$ cat src/rtl/spi_register_map_pkg.sv
// Shared widths, register addresses and status constants for the SPI register map tile.
package spi_register_map_pkg;

    localparam int ADDR_W   = 7;
    localparam int DATA_W   = 8;
    localparam int NUM_CFG  = 12;
    localparam int NUM_STAT = 4;
    localparam int AUDIO_DW = 8;
    localparam int LFSR_W   = 7;

    localparam int REG_OUT       = 0;
    localparam int REG_PRBS_EN   = 1;
    localparam int REG_PRBS_CTRL = 2;
    localparam int REG_AUDIO_SRC = 3;
    localparam int REG_LEFT      = 4;
    localparam int REG_RIGHT     = 5;

    // Status block sits directly above the config block; 12 and 13 read as zero.
    localparam logic [ADDR_W-1:0] CFG_LIMIT      = ADDR_W'(NUM_CFG);
    localparam logic [ADDR_W-1:0] ADDR_STAT_UI   = ADDR_W'(NUM_CFG + NUM_STAT - 2);
    localparam logic [ADDR_W-1:0] ADDR_STAT_ONES = ADDR_W'(NUM_CFG + NUM_STAT - 1);

    localparam logic [DATA_W-1:0] STAT_ZERO   = 8'h00;
    localparam logic [DATA_W-1:0] STAT_ONES   = 8'hFF;
    localparam logic [7:0]        UIO_OE_MASK = 8'b1100_0100;
    localparam logic [LFSR_W-1:0] LFSR_RESET  = 7'h01;

    // Fibonacci step for x^7 + x^6 + 1 (maximal length, period 127).
    function automatic logic [LFSR_W-1:0] lfsr_next(input logic [LFSR_W-1:0] s);
        return {s[LFSR_W-2:0], s[6] ^ s[5]};
    endfunction

endpackage

$ cat src/rtl/spi_register_map_spi_slave.sv
// SPI mode-0 slave: synchronizes the pins to clk, decodes {rw, addr, data} frames
// and shifts read data out MSB first on falling sck edges.
module spi_slave
    import spi_register_map_pkg::*;
(
    input  logic              clk,
    input  logic              rst,
    input  logic              spi_sck,
    input  logic              spi_sdi,
    input  logic              spi_cs_n,
    input  logic [DATA_W-1:0] rd_data,
    output logic              spi_sdo,
    output logic [ADDR_W-1:0] addr,
    output logic [DATA_W-1:0] wr_data,
    output logic              wr_en
);

    localparam logic [4:0] FRAME_BITS = 5'd16;

    logic [1:0]        sck_sync;
    logic [1:0]        sdi_sync;
    logic [1:0]        cs_sync;
    logic              sck_prev;
    logic              sck_rise;
    logic              sck_fall;
    logic              cs_idle;
    logic [4:0]        bit_cnt;
    logic [6:0]        rx_shift;
    logic              rw_q;
    logic [DATA_W-1:0] tx_shift;
    logic              tx_active;

    always_ff @(posedge clk or posedge rst) begin
        if (rst) begin
            sck_sync <= '0;
            sdi_sync <= '0;
            cs_sync  <= '0;
            sck_prev <= 1'b0;
        end else begin
            sck_sync <= {sck_sync[0], spi_sck};
            sdi_sync <= {sdi_sync[0], spi_sdi};
            cs_sync  <= {cs_sync[0], spi_cs_n};
            sck_prev <= sck_sync[1];
        end
    end

    assign sck_rise = sck_sync[1] & ~sck_prev;
    assign sck_fall = ~sck_sync[1] & sck_prev;
    assign cs_idle  = cs_sync[1];

    // rx_shift only needs 7 bits: the address is captured on bit 8, the data on bit 16.
    always_ff @(posedge clk or posedge rst) begin
        if (rst) begin
            bit_cnt   <= '0;
            rx_shift  <= '0;
            rw_q      <= 1'b0;
            addr      <= '0;
            wr_data   <= '0;
            wr_en     <= 1'b0;
            tx_shift  <= '0;
            tx_active <= 1'b0;
        end else begin
            wr_en <= 1'b0;
            if (cs_idle) begin
                bit_cnt   <= '0;
                tx_shift  <= '0;
                tx_active <= 1'b0;
            end else begin
                if (sck_rise && bit_cnt != FRAME_BITS) begin
                    rx_shift <= {rx_shift[5:0], sdi_sync[1]};
                    bit_cnt  <= bit_cnt + 5'd1;
                    if (bit_cnt == 5'd7) begin
                        rw_q <= rx_shift[6];
                        addr <= {rx_shift[5:0], sdi_sync[1]};
                    end
                    if (bit_cnt == 5'd15) begin
                        wr_data <= {rx_shift, sdi_sync[1]};
                        wr_en   <= ~rw_q;
                    end
                end
                if (sck_fall) begin
                    if (bit_cnt == 5'd8 && rw_q) begin
                        tx_shift  <= rd_data;
                        tx_active <= 1'b1;
                    end else begin
                        tx_shift <= {tx_shift[DATA_W-2:0], 1'b0};
                    end
                end
            end
        end
    end

    assign spi_sdo = tx_shift[DATA_W-1] & tx_active & ~cs_idle;

endmodule

$ cat src/rtl/spi_register_map.sv
// Tile top: SPI-accessible config/status registers driving uo_out, a PRBS-7 generator
// and an 8-bit I2S transmitter. Note rst_n is active-high despite its name.
module spi_register_map
    import spi_register_map_pkg::*;
(
    input  logic       clk,
    input  logic       rst_n,
    input  logic       ena,
    input  logic [7:0] ui_in,
    output logic [7:0] uo_out,
    input  logic [7:0] uio_in,
    output logic [7:0] uio_out,
    output logic [7:0] uio_oe
);

    logic [DATA_W-1:0]   cfg [NUM_CFG];
    logic [DATA_W-1:0]   rd_data;
    logic [ADDR_W-1:0]   spi_addr;
    logic [DATA_W-1:0]   wr_data;
    logic                wr_en;
    logic                spi_sdo;
    logic [7:0]          ui_meta;
    logic [7:0]          ui_sync;
    logic [1:0]          i2s_sck_sync;
    logic [1:0]          i2s_ws_sync;
    logic                i2s_sck_prev;
    logic                i2s_ws_prev;
    logic                i2s_sck_fall;
    logic                i2s_ws_edge;
    logic [LFSR_W-1:0]   lfsr;
    logic [LFSR_W-1:0]   lfsr_seed;
    logic [AUDIO_DW-1:0] audio_sample;
    logic [AUDIO_DW-1:0] i2s_shift;
    logic [3:0]          i2s_bits;
    logic                i2s_sd;
    logic                prbs_out;
    logic                unused_inputs;

    spi_slave u_spi_slave (
        .clk      (clk),
        .rst      (rst_n),
        .spi_sck  (uio_in[0]),
        .spi_sdi  (uio_in[1]),
        .spi_cs_n (uio_in[3]),
        .rd_data  (rd_data),
        .spi_sdo  (spi_sdo),
        .addr     (spi_addr),
        .wr_data  (wr_data),
        .wr_en    (wr_en)
    );

    always_ff @(posedge clk or posedge rst_n) begin
        if (rst_n) begin
            for (int i = 0; i < NUM_CFG; i++) cfg[i] <= '0;
        end else if (wr_en && spi_addr < CFG_LIMIT) begin
            cfg[spi_addr[3:0]] <= wr_data;
        end
    end

    always_comb begin
        rd_data = STAT_ZERO;
        if (spi_addr < CFG_LIMIT)             rd_data = cfg[spi_addr[3:0]];
        else if (spi_addr == ADDR_STAT_UI)    rd_data = ui_sync;
        else if (spi_addr == ADDR_STAT_ONES)  rd_data = STAT_ONES;
    end

    always_ff @(posedge clk or posedge rst_n) begin
        if (rst_n) begin
            ui_meta      <= '0;
            ui_sync      <= '0;
            i2s_sck_sync <= '0;
            i2s_ws_sync  <= '0;
            i2s_sck_prev <= 1'b0;
            i2s_ws_prev  <= 1'b0;
        end else begin
            ui_meta      <= ui_in;
            ui_sync      <= ui_meta;
            i2s_sck_sync <= {i2s_sck_sync[0], uio_in[4]};
            i2s_ws_sync  <= {i2s_ws_sync[0], uio_in[5]};
            i2s_sck_prev <= i2s_sck_sync[1];
            i2s_ws_prev  <= i2s_ws_sync[1];
        end
    end

    assign i2s_sck_fall = ~i2s_sck_sync[1] & i2s_sck_prev;
    assign i2s_ws_edge  = i2s_ws_sync[1] ^ i2s_ws_prev;

    // While stopped the LFSR tracks the seed so a run always starts from it; zero would lock up.
    assign lfsr_seed = cfg[REG_PRBS_CTRL][LFSR_W-1:0];

    always_ff @(posedge clk or posedge rst_n) begin
        if (rst_n)                          lfsr <= LFSR_RESET;
        else if (cfg[REG_PRBS_CTRL][7])     lfsr <= lfsr_next(lfsr);
        else if (lfsr_seed == '0)           lfsr <= LFSR_RESET;
        else                                lfsr <= lfsr_seed;
    end

    assign prbs_out = lfsr[LFSR_W-1] & cfg[REG_PRBS_EN][0];

    always_comb begin
        audio_sample = {lfsr, 1'b0};
        if (cfg[REG_AUDIO_SRC][0]) audio_sample = i2s_ws_sync[1] ? cfg[REG_RIGHT] : cfg[REG_LEFT];
    end

    // A ws edge usually coincides with the fall that emits the previous word's last bit,
    // so sd is updated from the old shift register before the reload takes effect.
    always_ff @(posedge clk or posedge rst_n) begin
        if (rst_n) begin
            i2s_shift <= '0;
            i2s_bits  <= '0;
            i2s_sd    <= 1'b0;
        end else begin
            if (i2s_sck_fall) i2s_sd <= (i2s_bits != 4'd0) ? i2s_shift[AUDIO_DW-1] : 1'b0;
            if (i2s_ws_edge) begin
                i2s_shift <= audio_sample;
                i2s_bits  <= 4'(AUDIO_DW);
            end else if (i2s_sck_fall && i2s_bits != 4'd0) begin
                i2s_shift <= {i2s_shift[AUDIO_DW-2:0], 1'b0};
                i2s_bits  <= i2s_bits - 4'd1;
            end
        end
    end

    assign uo_out        = cfg[REG_OUT];
    assign uio_out       = {prbs_out, i2s_sd, 3'b000, spi_sdo, 2'b00};
    assign uio_oe        = UIO_OE_MASK;
    assign unused_inputs = ^{ena, uio_in[7:6], uio_in[2]};

endmodule

$ cat config.mk
export PLATFORM = sky130hd
export DESIGN_NAME = spi_register_map
export DESIGN_NICKNAME = d
export VERILOG_FILES = /design/src/rtl/spi_register_map_pkg.sv /design/src/rtl/spi_register_map_spi_slave.sv /design/src/rtl/spi_register_map.sv
export SDC_FILE = /design/constraint.sdc
export NUM_CORES = 1
export LEC_CHECK = 0
export CORE_MARGIN = 2
export CORE_UTILIZATION = 57
export DETAILED_ROUTE_END_ITERATION = 6
export DONT_BUFFER_PORTS = 1
export PLACE_DENSITY = 0.75
export SYNTH_ARGS = -nofsm -noshare
export SYNTH_HDL_FRONTEND = slang
export SYNTH_SLANG_ARGS = --single-unit
$ cat constraint.sdc
create_clock -name clk -period 5.1 [get_ports clk]
set_clock_uncertainty 0.05 [all_clocks]
set_input_delay 0.255 -clock clk [delete_from_list [all_inputs] [get_ports clk]]
set_output_delay 0.255 -clock clk [all_outputs]
set_load 0.01 [all_outputs]
# [Yosys cells after proc, flatten, opt, wreduce, memory -nomap -nowiden]
# Cells that the tools add are included.
[classes] eq_ne=6 magnitude_cmp=3 bitwise=14 n_addsub=2 n_mux=29 n_reduce_logical=15
[ops] cell="8-bit two-way mux" count=13
[ops] cell="96-bit bitwise mux" count=1
[ops] cell="8-bit binary-select mux with 4-bit select" count=1
[ops] cell="8-bit demux with 4-bit select" count=1
[ops] cell="7-bit by 4-bit == test with 1-bit output, second input constant" count=2
[ops] cell="7-bit two-way mux" count=2
[ops] cell="5-bit by 4-bit == test with 1-bit output, second input constant" count=2
[ops] cell="5-bit two-way mux" count=2
[ops] cell="4-bit two-way mux" count=2
[ops] cell="2-bit nonzero test" count=4
[ops] cell="7-bit logical NOT" count=1
[ops] cell="7-bit by 4-bit < comparator with 1-bit output, second input constant" count=1
[ops] cell="1-bit two-way mux" count=7
[ops] cell="1-bit AND" count=6
[ops] cell="3-bit AND reduction" count=2
[ops] cell="5-bit by 1-bit adder with 5-bit output, second input constant" count=1
[ops] cell="5-bit by 3-bit == test with 1-bit output, second input constant" count=1
[ops] cell="5-bit greater-or-equal comparator, second input constant" count=1
[ops] cell="1-bit logical AND" count=5
[ops] cell="5-bit by 1-bit < comparator with 1-bit output, second input constant" count=1
[ops] cell="5-bit != test, second input constant" count=1
[ops] cell="1-bit inverter" count=5
[ops] cell="4-bit inverter with 5-bit output" count=1
[ops] cell="2-bit AND reduction" count=2
[ops] cell="3 further kinds" count=4
[totals] wordCells=103 ff_bits=183 input_bits=19 output_inout_bits=24

# [Longest topological paths before layout]
# Gate-level depths: netlist of run 1.
[depth] word_depth=8 ltp_mapped=8 mapped_depth_nobuf=6

# [By module]
# Synthesis of run 1 repeated with hierarchy kept, for this count alone.
[hier_totals] hier_cells=609 hier_area_um2=8299.2
[modules_own_cells] module="spi_register_map" seq_area_each_um2=3454.6 instances=1 area_each_um2=6398.6 cells_each=459
[modules_own_cells] module="spi_slave" seq_area_each_um2=1126.1 instances=1 area_each_um2=1900.6 cells_each=150

# [Worst setup path before layout of run 1]
# OpenSTA, ideal clock, no wires.
[synth_timing] kind="reg-to-reg" start="register u_spi_slave.addr[5]" end="register cfg[73] in the netlist's numbering" period_less_slack_ps=2271 path_stages_with_launch=6 arrival_time_ps=2096 setup_slack_ps=2829 path_buffers=1 required_time_ps=4925 cell_sequence="dfrtp_1 -> or4b_4 -> or3_1 -> buf_6 -> nor3b_4 -> mux2_2"
[synth_between] elab_chain_cells=2
[synth_rtl] element="from (decl)" line_no="spi_register_map_spi_slave.sv:13" text="output logic [ADDR_W-1:0] addr,"
[synth_rtl] element="from (signal assigned)" line_no="spi_register_map_spi_slave.sv:74" text="addr <= {rx_shift[5:0], sdi_sync[1]};"
[synth_rtl] element="7-bit by 4-bit < comparator with 1-bit output" line_no="spi_register_map.sv:55" text="end else if (wr_en && spi_addr < CFG_LIMIT) begin"
[synth_rtl] element="1-bit logical AND" line_no="spi_register_map.sv:55"
[synth_rtl] element="to (signal, indexed assignment)" line_no="spi_register_map.sv:56" text="cfg[spi_addr[3:0]] <= wr_data;"
[synth_rtl] element="to (decl)" line_no="spi_register_map.sv:16" text="logic [DATA_W-1:0] cfg [NUM_CFG];"
# Every way passes these cells.
# A chain may end at the register's enable or synchronous reset.

# [Worst setup path after layout of run 1]
[layout_timing] start="register u_spi_slave.bit_cnt[0]" end="register u_spi_slave.addr[6]"
[layout_between] elab_chain_cells=3 word_cells_on_any_way=4
[layout_rtl] element="from (decl)" line_no="spi_register_map_spi_slave.sv:27" text="logic [4:0] bit_cnt;"
[layout_rtl] element="from (signal assigned)" line_no="spi_register_map_spi_slave.sv:71" text="bit_cnt <= bit_cnt + 5'd1;"
[layout_rtl] element="5-bit != test" line_no="spi_register_map_spi_slave.sv:69" text="if (sck_rise && bit_cnt != FRAME_BITS) begin"
[layout_rtl] element="1-bit logical AND" line_no="spi_register_map_spi_slave.sv:69"
[layout_rtl] element="3-bit AND reduction (no line) (*)"
# Every way passes the cells marked *; elsewhere a longest branch is shown, timed or not.

==> impl.org, run 1 <==
** Finish
- The final layout contains 607 nets.
- The count of cells in the finished layout, fillers not included, comes to a little under 800.
- The layout has roughly 1100 filler cells.
- Fraction of final layout cells sized beyond drive strength 1 :: 32.7%
- Antenna fix cells :: 0
- Area occupied by multi-input gates :: 0.00326 mm^2
- Most common library cell in the layout ignoring fill and taps :: sky130_fd_sc_hd__dfrtp_1
- Most used cells in the layout excluding fill and tap cells :: sky130_fd_sc_hd__dfrtp_1 (182), sky130_fd_sc_hd__mux2_2 (131), sky130_fd_sc_hd__nand2_1 (27)
- From synthesis to final layout, the design area changed by 8.08%.
- Across the whole layout, storage elements account for 0.00458 mm^2.

** Power and ir drop
- The worst-case IR drop observed on VDD is between 0.0002 and 0.0003 V.
- Leakage :: 4.04 nW
- Portion of total power attributed to sequential cells :: 53.5%
- Switching Fraction :: 22.5%
- Internal power comes to 2.22 mW.
- Part of the power in the clock network :: 42.5%
- In this run the power density over the cells is approximately 320 mW/mm^2.
- Net switching power :: 644 uW
- Combinational logic is responsible for 3.9% of the overall power.
- The design draws ~2.9 mW.

** Global route
- Overflow left after global routing :: 0
- Number of global-route vias before repair :: 4851
- Pin count of the biggest net entering global routing :: 184
- The first global-routing pass estimated 25.6 mm of wire.
- Antenna violations before repair :: 0
- For this run, the total global-route usage over all layers was measured as between 20% and 30%.

** Clock tree
- Clk slew on worst S/H paths :: 60 ps
- Number of buffers inserted to repair setup after CTS :: 0
- TritonCTS built the clock tree.
- For this design, the sink count on the clock tree is between 150 and 200.
- Clock latency on the worst-skew pair, taken at its later pin, is 430 ps.
- Clock Tree Root :: sky130_fd_sc_hd__clkbuf_16
- Maximum buffer depth of the clock tree :: 2
- In this run, CTS created clock tree buffers numbering 17.
- H-Tree Depth :: 4

** Setup path
- The largest individual stage delay along the critical path comes from the cell sky130_fd_sc_hd__nor4b_4.
- Critical path startpoint :: u_spi_slave.bit_cnt[0]
- The worst setup path is launched from a flop.
- Crit path max fanout :: 9
- The critical path is of the reg -> reg type.
- In this run the critical register-to-register path is captured at u_spi_slave.addr[6].
- Kind of end point of the critical path :: flop
- The setup check on the worst reg-to-reg path leaves a slack of 2350 ps.
- Data on the critical path is required at its endpoint by roughly 5400 ps.
- Arrival time at the worst endpoint :: 3020 ps
- The startpoint identified for the worst register-to-register timing path is u_spi_slave.bit_cnt[0].
- Measured in cells, the most critical reg-to-reg path has a length of 6.
- The critical path goes through inv_1, ha_1, nor4bb_1, nor3b_2, nor4b_4, mux2_2.
- On the worst path, the slowest cell contributes a delay of 680 ps.

** Synth
- Counting flops with an async set or reset pin after synthesis yields a share of 100%.
- Summing every instance area after synthesis gives 0.00817 mm^2.
- For this run, the leading register cell type out of synthesis is sky130_fd_sc_hd__dfrtp_1.
- Library cell occupying the most area in the post-synthesis netlist :: sky130_fd_sc_hd__dfrtp_1
- The netlist uses 53 different library cells.
- Gate count of the mapped netlist :: 599
- Averaged over all synthesized cells, the footprint is 13.6 um^2.
- Summing the sequential cell areas from Yosys gives between 50 and 60% of the chip area.
- The Yosys step of the flow raised 0 warnings.
- Largest cells by area after synthesis :: sky130_fd_sc_hd__dfrtp_1 (56%), sky130_fd_sc_hd__mux2_2 (18%), sky130_fd_sc_hd__mux4_2 (4.7%)
- The synthesized design devotes to its leading area cell type 55.7% of total area.
- In this run, synthesis produced a sequential element count of 183.
- Counting flops with a built-in enable in the synthesized netlist gives 0.

** Min path
- The worst hold path passes through 0 cells.
- The worst hold path begins at i2s_sck_sync[0].
- Class of the tightest hold or removal check :: reg -> reg
- The path with the worst hold slack has its endpoint at i2s_sck_sync[1].

** Timing
- Top achievable clock speed :: 363 MHz
- Final max-slew violation count :: 0
- Setup slack on the critical path of the routed design comes to roughly 2300 ps.
- Adding up every negative setup slack in the final design gives 0 ps.
- Normalized max-slew margin :: 29.5%
- Number of setup violations in the final report :: 0
- Actual slew at the worst max-slew pin :: 1060 ps
- Setup repair after global routing missed its margin :: no
- The clock period could shrink to approximately 2800 ps.
- Of the available clock period, the critical path in the final layout requires 54.0%.
- Final-report hold violation count :: 0

** Routing
- After detailed routing, the average wire length per cell comes to 20.4 um.
- The first detailed-routing pass took 4 iterations.
- Drt drc :: 0
- Total detailed-routing wirelength :: ~16 mm
- In the routed layout, each cell is associated on average with a via count of between 6 and 7.
- Summing over every cut layer, the via total after detailed routing is roughly 4700.
- In this run, the number of DRC markers left after iteration 0 of detailed routing was between 200 and 300.
- The detail route stage leaves a number of antenna-violating nets equal to 0.

** Floorplan
- Chip Height :: 124 um
- Area of the core region :: 0.0139 mm^2
- The initial utilization of the core area, before any placement, comes to approximately three fifths.
- Number of rows created at floorplan :: 43
- The die covers 0.0153 mm^2.
- 43 I/O pins were placed.
- The die is 124 um wide.

** Placed design
- Total of buffers placed on input and output ports :: 0
- Placer Congestion :: 0.859
- In this run, placement finished with an instance count of 730.
- Placement Setup Slack :: 2410 ps
- Summed over all nets, the half-perimeter wirelength after detailed placement is 10.4 mm.

** Outcome
- The run finished with clean final reports.

** Job
- Max-cap violations in this run came to 0.
==> cell usage after synthesis, types with 4 or more instances <==
master,instances
sky130_fd_sc_hd__a22o_1,6
sky130_fd_sc_hd__a22oi_1,7
sky130_fd_sc_hd__a311o_1,7
sky130_fd_sc_hd__a31oi_1,8
sky130_fd_sc_hd__and2_1,5
sky130_fd_sc_hd__buf_2,4
sky130_fd_sc_hd__buf_4,24
sky130_fd_sc_hd__clkbuf_1,30
sky130_fd_sc_hd__dfrtp_1,182
sky130_fd_sc_hd__ha_1,5
sky130_fd_sc_hd__inv_1,8
sky130_fd_sc_hd__mux2_2,131
sky130_fd_sc_hd__mux2i_1,9
sky130_fd_sc_hd__mux4_2,17
sky130_fd_sc_hd__nand2_1,27
sky130_fd_sc_hd__nor2_1,14
sky130_fd_sc_hd__nor2b_1,17
sky130_fd_sc_hd__nor3b_1,8
sky130_fd_sc_hd__o21a_1,7
sky130_fd_sc_hd__o21ai_0,17
sky130_fd_sc_hd__o221ai_1,6
sky130_fd_sc_hd__o22ai_1,7
sky130_fd_sc_hd__xnor2_1,4
==> worst max path at each step <==
stage / end / slack (ps) / cells after the start
2_1_floorplan: cfg[0] / 2450 / 1
3_3_place_gp: u_spi_slave.rw_q / 2520 / 6
3_5_place_dp: u_spi_slave.addr[3] / 2410 / 6
4_1_cts: u_spi_slave.addr[6] / 2320 / 6
5_1_grt: u_spi_slave.addr[0] / 2210 / 6
6_report: u_spi_slave.addr[6] / 2350 / 6
==> through the flow <==
step | hold slack (ps) | util [%] | area [um^2]
3_3_place_gp | 236 | 58.4 | 8140
2_1_floorplan | 236 | - | 8220
3_5_place_dp | 236 | 58.4 | 8140
6_report | 297 | 63.4 | 8830
4_1_cts | 2.50 | 63.3 | 8820
5_1_grt | 305 | 63.4 | 8830
==> registers in the layout (all words and copies together) (netlist names), 4 cells and up <==
| name | cells |
|---|---|
| u_spi_slave.addr | 7 |
| u_spi_slave.rx_shift | 7 |
| i2s_shift | 8 |
| uo_out | 8 |
| ui_meta | 8 |
| cfg | 88 |
| u_spi_slave.bit_cnt | 5 |
| i2s_bits | 4 |
| u_spi_slave.tx_shift | 8 |
| u_spi_slave.wr_data | 8 |
| ui_sync | 8 |
| lfsr | 7 |
==> final cells by class <==
class | instances | share of cell area (%)
repair buffers | 17 | 1.98
clock inverters | 10 | 0.807
multi-input cells | 356 | 36.9
well taps | 180 | 2.55
flip-flops and latches | 183 | 51.9
clock buffers | 22 | 5.48
inverters | 8 | 0.382
==> power groups by stage <==
stage | logic (mW) | registers (mW) | clock network (mW)
3_3_place_gp | 0.0993 | 1.56 | 0
4_1_cts | 0.116 | 1.53 | 1.24
2_1_floorplan | 0.0962 | 1.54 | 0
5_1_grt | 0.127 | 1.54 | 1.31
3_5_place_dp | 0.106 | 1.56 | 0
6_report | 0.113 | 1.53 | 1.22
==> logic make-up after synthesis <==
logic type / Yosys count / synth area share [%]
compound gates: 73 / 6.31
other cells: 2 / 0.0919
flops: 183 / 56.1
buf+inv: 71 / 4.53
xor+xnor: 7 / 0.750
mux: 159 / 24.1
simple gates: 99 / 7.38
fa+ha+maj: 5 / 0.766
==> critical path, delay by kind of cell, from the launching register on <==
family                     cells  cell delay, ps
muxes                          1             410
DFF                            1             410
buffers and inverters          1              60
and+or+nand+nor                3            1490
adders and majority gates      1             220
==> metal layers <==
metal  track usage [%]  share of wire (%)
met4              10.4                2.9
met5                 0                  0
met1              29.9                 43
met2              36.4                 49
met3              5.13                4.1
==> timing repair <==
item / 4_1_cts / 5_1_grt
hold endpoints to repair: 13 / 4
setup endpoints to repair: 0 / 0
hold buffers: 13 / 1
gates resized for setup: 0 / 0
Note: power is estimated with default switching activity, not from simulation.
==> run 2: changes to the inputs <==
--- a/config.mk
+++ b/config.mk
@@ -6,10 +6,10 @@
 export NUM_CORES = 1
 export LEC_CHECK = 0
 export CORE_MARGIN = 2
-export CORE_UTILIZATION = 57
+export CORE_UTILIZATION = 60
 export DETAILED_ROUTE_END_ITERATION = 6
 export DONT_BUFFER_PORTS = 1
-export PLACE_DENSITY = 0.75
+export PLACE_DENSITY = 0.76
 export SYNTH_ARGS = -nofsm -noshare
 export SYNTH_HDL_FRONTEND = slang
 export SYNTH_SLANG_ARGS = --single-unit
==> constraint.sdc (replaced) <==
create_clock -name clk -period 2.6 [get_ports clk]
set_clock_uncertainty 0.05 [all_clocks]
set_input_delay 0.13 -clock clk [delete_from_list [all_inputs] [get_ports clk]]
set_output_delay 0.13 -clock clk [all_outputs]
set_load 0.01 [all_outputs]
==> impl.org, run 2 (synthesis results as in run 1) <==
** Floorplan
- Number of rows created at floorplan :: 42 (was 43)
- The core box area came to 0.0133 mm^2 (was 0.0139 mm^2).
- # IOs :: 43 (unchanged)
- The area of the die came to 0.0146 mm^2 (was 0.0153 mm^2).
- The starting density of the core came to 61.5% (was 58.6%).
- The height of the die came to 121 um (was 124 um).
- The width of the chip came to 121 um (was 124 um).

** Placed design
- The placer's final routability congestion estimate was 0.868 (was 0.859).
- The cell total after placement came to 740 (was 730).
- Total of buffers placed on input and output ports :: 0 (unchanged)
- Detail Placement HPWL :: 10.8 mm (was 10.4 mm)
- Total cell area at the placement stage :: 0.00827 mm^2 (was 0.00814 mm^2)

** Timing
- Actual slew at the worst max-slew pin :: 615 ps (was 1060 ps)
- Setup repair after global routing missed its margin: no (unchanged).
- Final max-slew violation count :: 0 (unchanged)
- The clock period minus worst slack came to 2520 ps (was 2750 ps).
- Top achievable clock speed :: 397 MHz (was 363 MHz)
- Total negative slack for setup checks :: 0 ps (unchanged)
- The count of endpoints failing hold in the final timing report was 0 (unchanged).
- The worst-case headroom to the max-slew limit was 58.8% (was 29.5%).
- The setup violation total in the final timing report was 0 (unchanged).
- Share of the clock period used by the worst path :: 96.9% (was 54.0%)

** Setup path
- The path depth of the worst reg2reg path is 4 (was 6).
- Worst R2R Setup Slack :: 80 ps (was 2350 ps)
- Sequence of cells on the critical path :: or4b_4, or3_1, nor3b_4, mux2_2 (was inv_1, ha_1, nor4bb_1, nor3b_2, nor4b_4, mux2_2)
- Critical Path Start Type :: flop (unchanged)
- Category of the most critical setup path :: reg -> reg (unchanged)
- The highest-delay cell along the critical path is sky130_fd_sc_hd__or4b_4 (was sky130_fd_sc_hd__nor4b_4).
- Crit path max fanout :: 8 (was 9)
- The largest stage delay on the critical path came to 580 ps (was 680 ps).
- FF-to-FF End :: cfg[76] (was u_spi_slave.addr[6])
- Data required time of the worst path :: 2870 ps (was 5360 ps)
- R2R Path Start :: u_spi_slave.addr[5] (was u_spi_slave.bit_cnt[0])
- Arrival time at the worst endpoint :: 2790 ps (was 3020 ps)
- The type of element capturing the critical path is a flop (unchanged).

** Routing
- The total vias in the final route came to 4775 (was 4682).
- Routed WL per cell :: 20.5 um (was 20.4 um)
- The routed wire length is 16.1 mm (was 15.8 mm).
- The number of nets with antenna violations after detailed routing came to 0 (unchanged).
- Detailed Route Iter0 Violations :: 351 (was 286)
- TritonRoute pass-1 iters :: 4 (unchanged)
- Drt drc :: 0 (unchanged)
- The routed via count divided by cell count is 6.08 (was 6.03).

** Finish
- Antenna fix cells :: 0 (unchanged)
- Final core utilization :: 68.1% (was 63.4%)
- Area occupied by multi-input gates :: 0.00326 mm^2 (unchanged)
- Number of nets in the layout :: 621 (was 607)
- Area occupied by registers :: 0.00458 mm^2 (unchanged)
- Non-filler instance count after layout :: 786 (was 776)
- Most used cells in the layout excluding fill and tap cells: sky130_fd_sc_hd__dfrtp_1 (182), sky130_fd_sc_hd__mux2_2 (131), sky130_fd_sc_hd__nand2_1 (27) (unchanged).
- Filler instances :: 919 (was 1053)
- Layout-stage area growth over the synthesis result :: 10.8% (was 8.08%)
- The share of cells above drive strength 1 came to 34.3% (was 32.7%).
- The number of flip-flops under the largest register name is 88 (unchanged).
- The register containing the most flip-flops in the final layout is cfg (unchanged).
- The finished layout cell area was 0.00906 mm^2 (was 0.00883 mm^2).
- Most common library cell in the layout ignoring fill and taps :: sky130_fd_sc_hd__dfrtp_1 (unchanged)

** Global route
- The initial antenna violation count is 0 (unchanged).
- The global-route usage over all layers was 24.4% (was 22.8%).
- The largest net degree at the start of global routing is 78 (was 184).
- First-pass GRT wire length :: 26.6 mm (was 25.6 mm)
- Overflow left after global routing :: 0 (unchanged)
- Number of global-route vias before repair :: 5033 (was 4851)

** Power and ir drop
- Peak VDD IR :: 0.000546 V (was 0.000258 V)
- The power after layout is 5.98 mW (was 2.86 mW).
- Leakage :: 4.15 nW (was 4.04 nW)
- Power density relative to cell area :: 660 mW/mm^2 (was 324 mW/mm^2)

** Clock tree
- The largest buffer count on any clock path was 2 (unchanged).
- Clock sink count :: 183 (unchanged)
- The clock transition at the registers of the reported paths was 70 ps (was 60 ps).
- Number of gates given a new drive strength after cts :: 0 (unchanged)
- The master cell of the clock root buffer is sky130_fd_sc_hd__clkbuf_16 (unchanged).
- The CTS tree is yes (unchanged).
- The level count of the clock H-tree is 4 (unchanged).
- TritonCTS buffer count :: 17 (unchanged)
- Clk Latency, worst-skew pair :: 430 ps (about the same)

** Job
- Count of max-cap constraint violations :: 0 (unchanged)

** Outcome
- Outcome :: completed (unchanged)

** Min path
- The class of the tightest hold or removal check is in -> async (was reg -> reg).
run 2: area by class of cell:
cell class | instances | area share (%)
Clock inverter | 11 | 1.89
Tap cell | 176 | 2.43
Multi-Input combinational cell | 356 | 36.0
Timing Repair Buffer | 31 | 3.51
Inverter | 8 | 0.373
Sequential cell | 183 | 50.6
Clock buffer | 21 | 5.19
run 2: critical path, delay by kind of cell (launching register included):
family | cells | cell delay (ps)
mux | 1 | 400
flops | 1 | 400
simple gates | 3 | 1560
run 2: worst max path at each step:
| stage | startpoint | endpoint | slack (ps) | depth (start not counted) |
|---|---|---|---|---|
| after floorplan | rst_n | cfg[0] | 70 | 1 |
| after detailed placement | u_spi_slave.addr[5] | cfg[76] | 70 | 4 |
| after global placement | u_spi_slave.addr[5] | cfg[76] | 180 | 4 |
| final | u_spi_slave.addr[5] | cfg[76] | 80 | 4 |
| after CTS | u_spi_slave.addr[5] | cfg[76] | 70 | 4 |
| after global routing | u_spi_slave.addr[5] | cfg[76] | 4 | 4 |
run 2: layer usage:
layer / part of all wire (%) / GRT usage, % / wire (um)
met2: 48 / 37.7 / 7700
met3: 4.3 / 5.75 / 687
met5: 0 / 0 / 0
met4: 3.9 / 13.0 / 629
met1: 44 / 32.3 / 7110
run 2: report_power, final:
group	internal (mW)	switching, mW
clock	1.69	1.06
combinational	0.0993	0.133
sequential	2.93	0.0689
total	4.72	1.26
run 2: repair_timing:
| action | in CTS | in global routing |
|---|---|---|
| buffers inserted | 0 | 0 |
| hold endpoints to repair | 195 | 0 |
| hold buffers | 14 | 0 |
| endpoints found under the setup margin | 0 | 6 |
run 2: through the flow:
| step | hold WS [ps] | setup slack [ps] |
|---|---|---|
| 2_1_floorplan | 111 | 70.3 |
| 3_3_place_gp | -94.0 | 181 |
| 3_5_place_dp | -91.6 | 67.3 |
| 4_1_cts | 51.6 | 65.4 |
| 5_1_grt | 73.5 | 3.59 |
| 6_report | 70.3 | 80.5 |
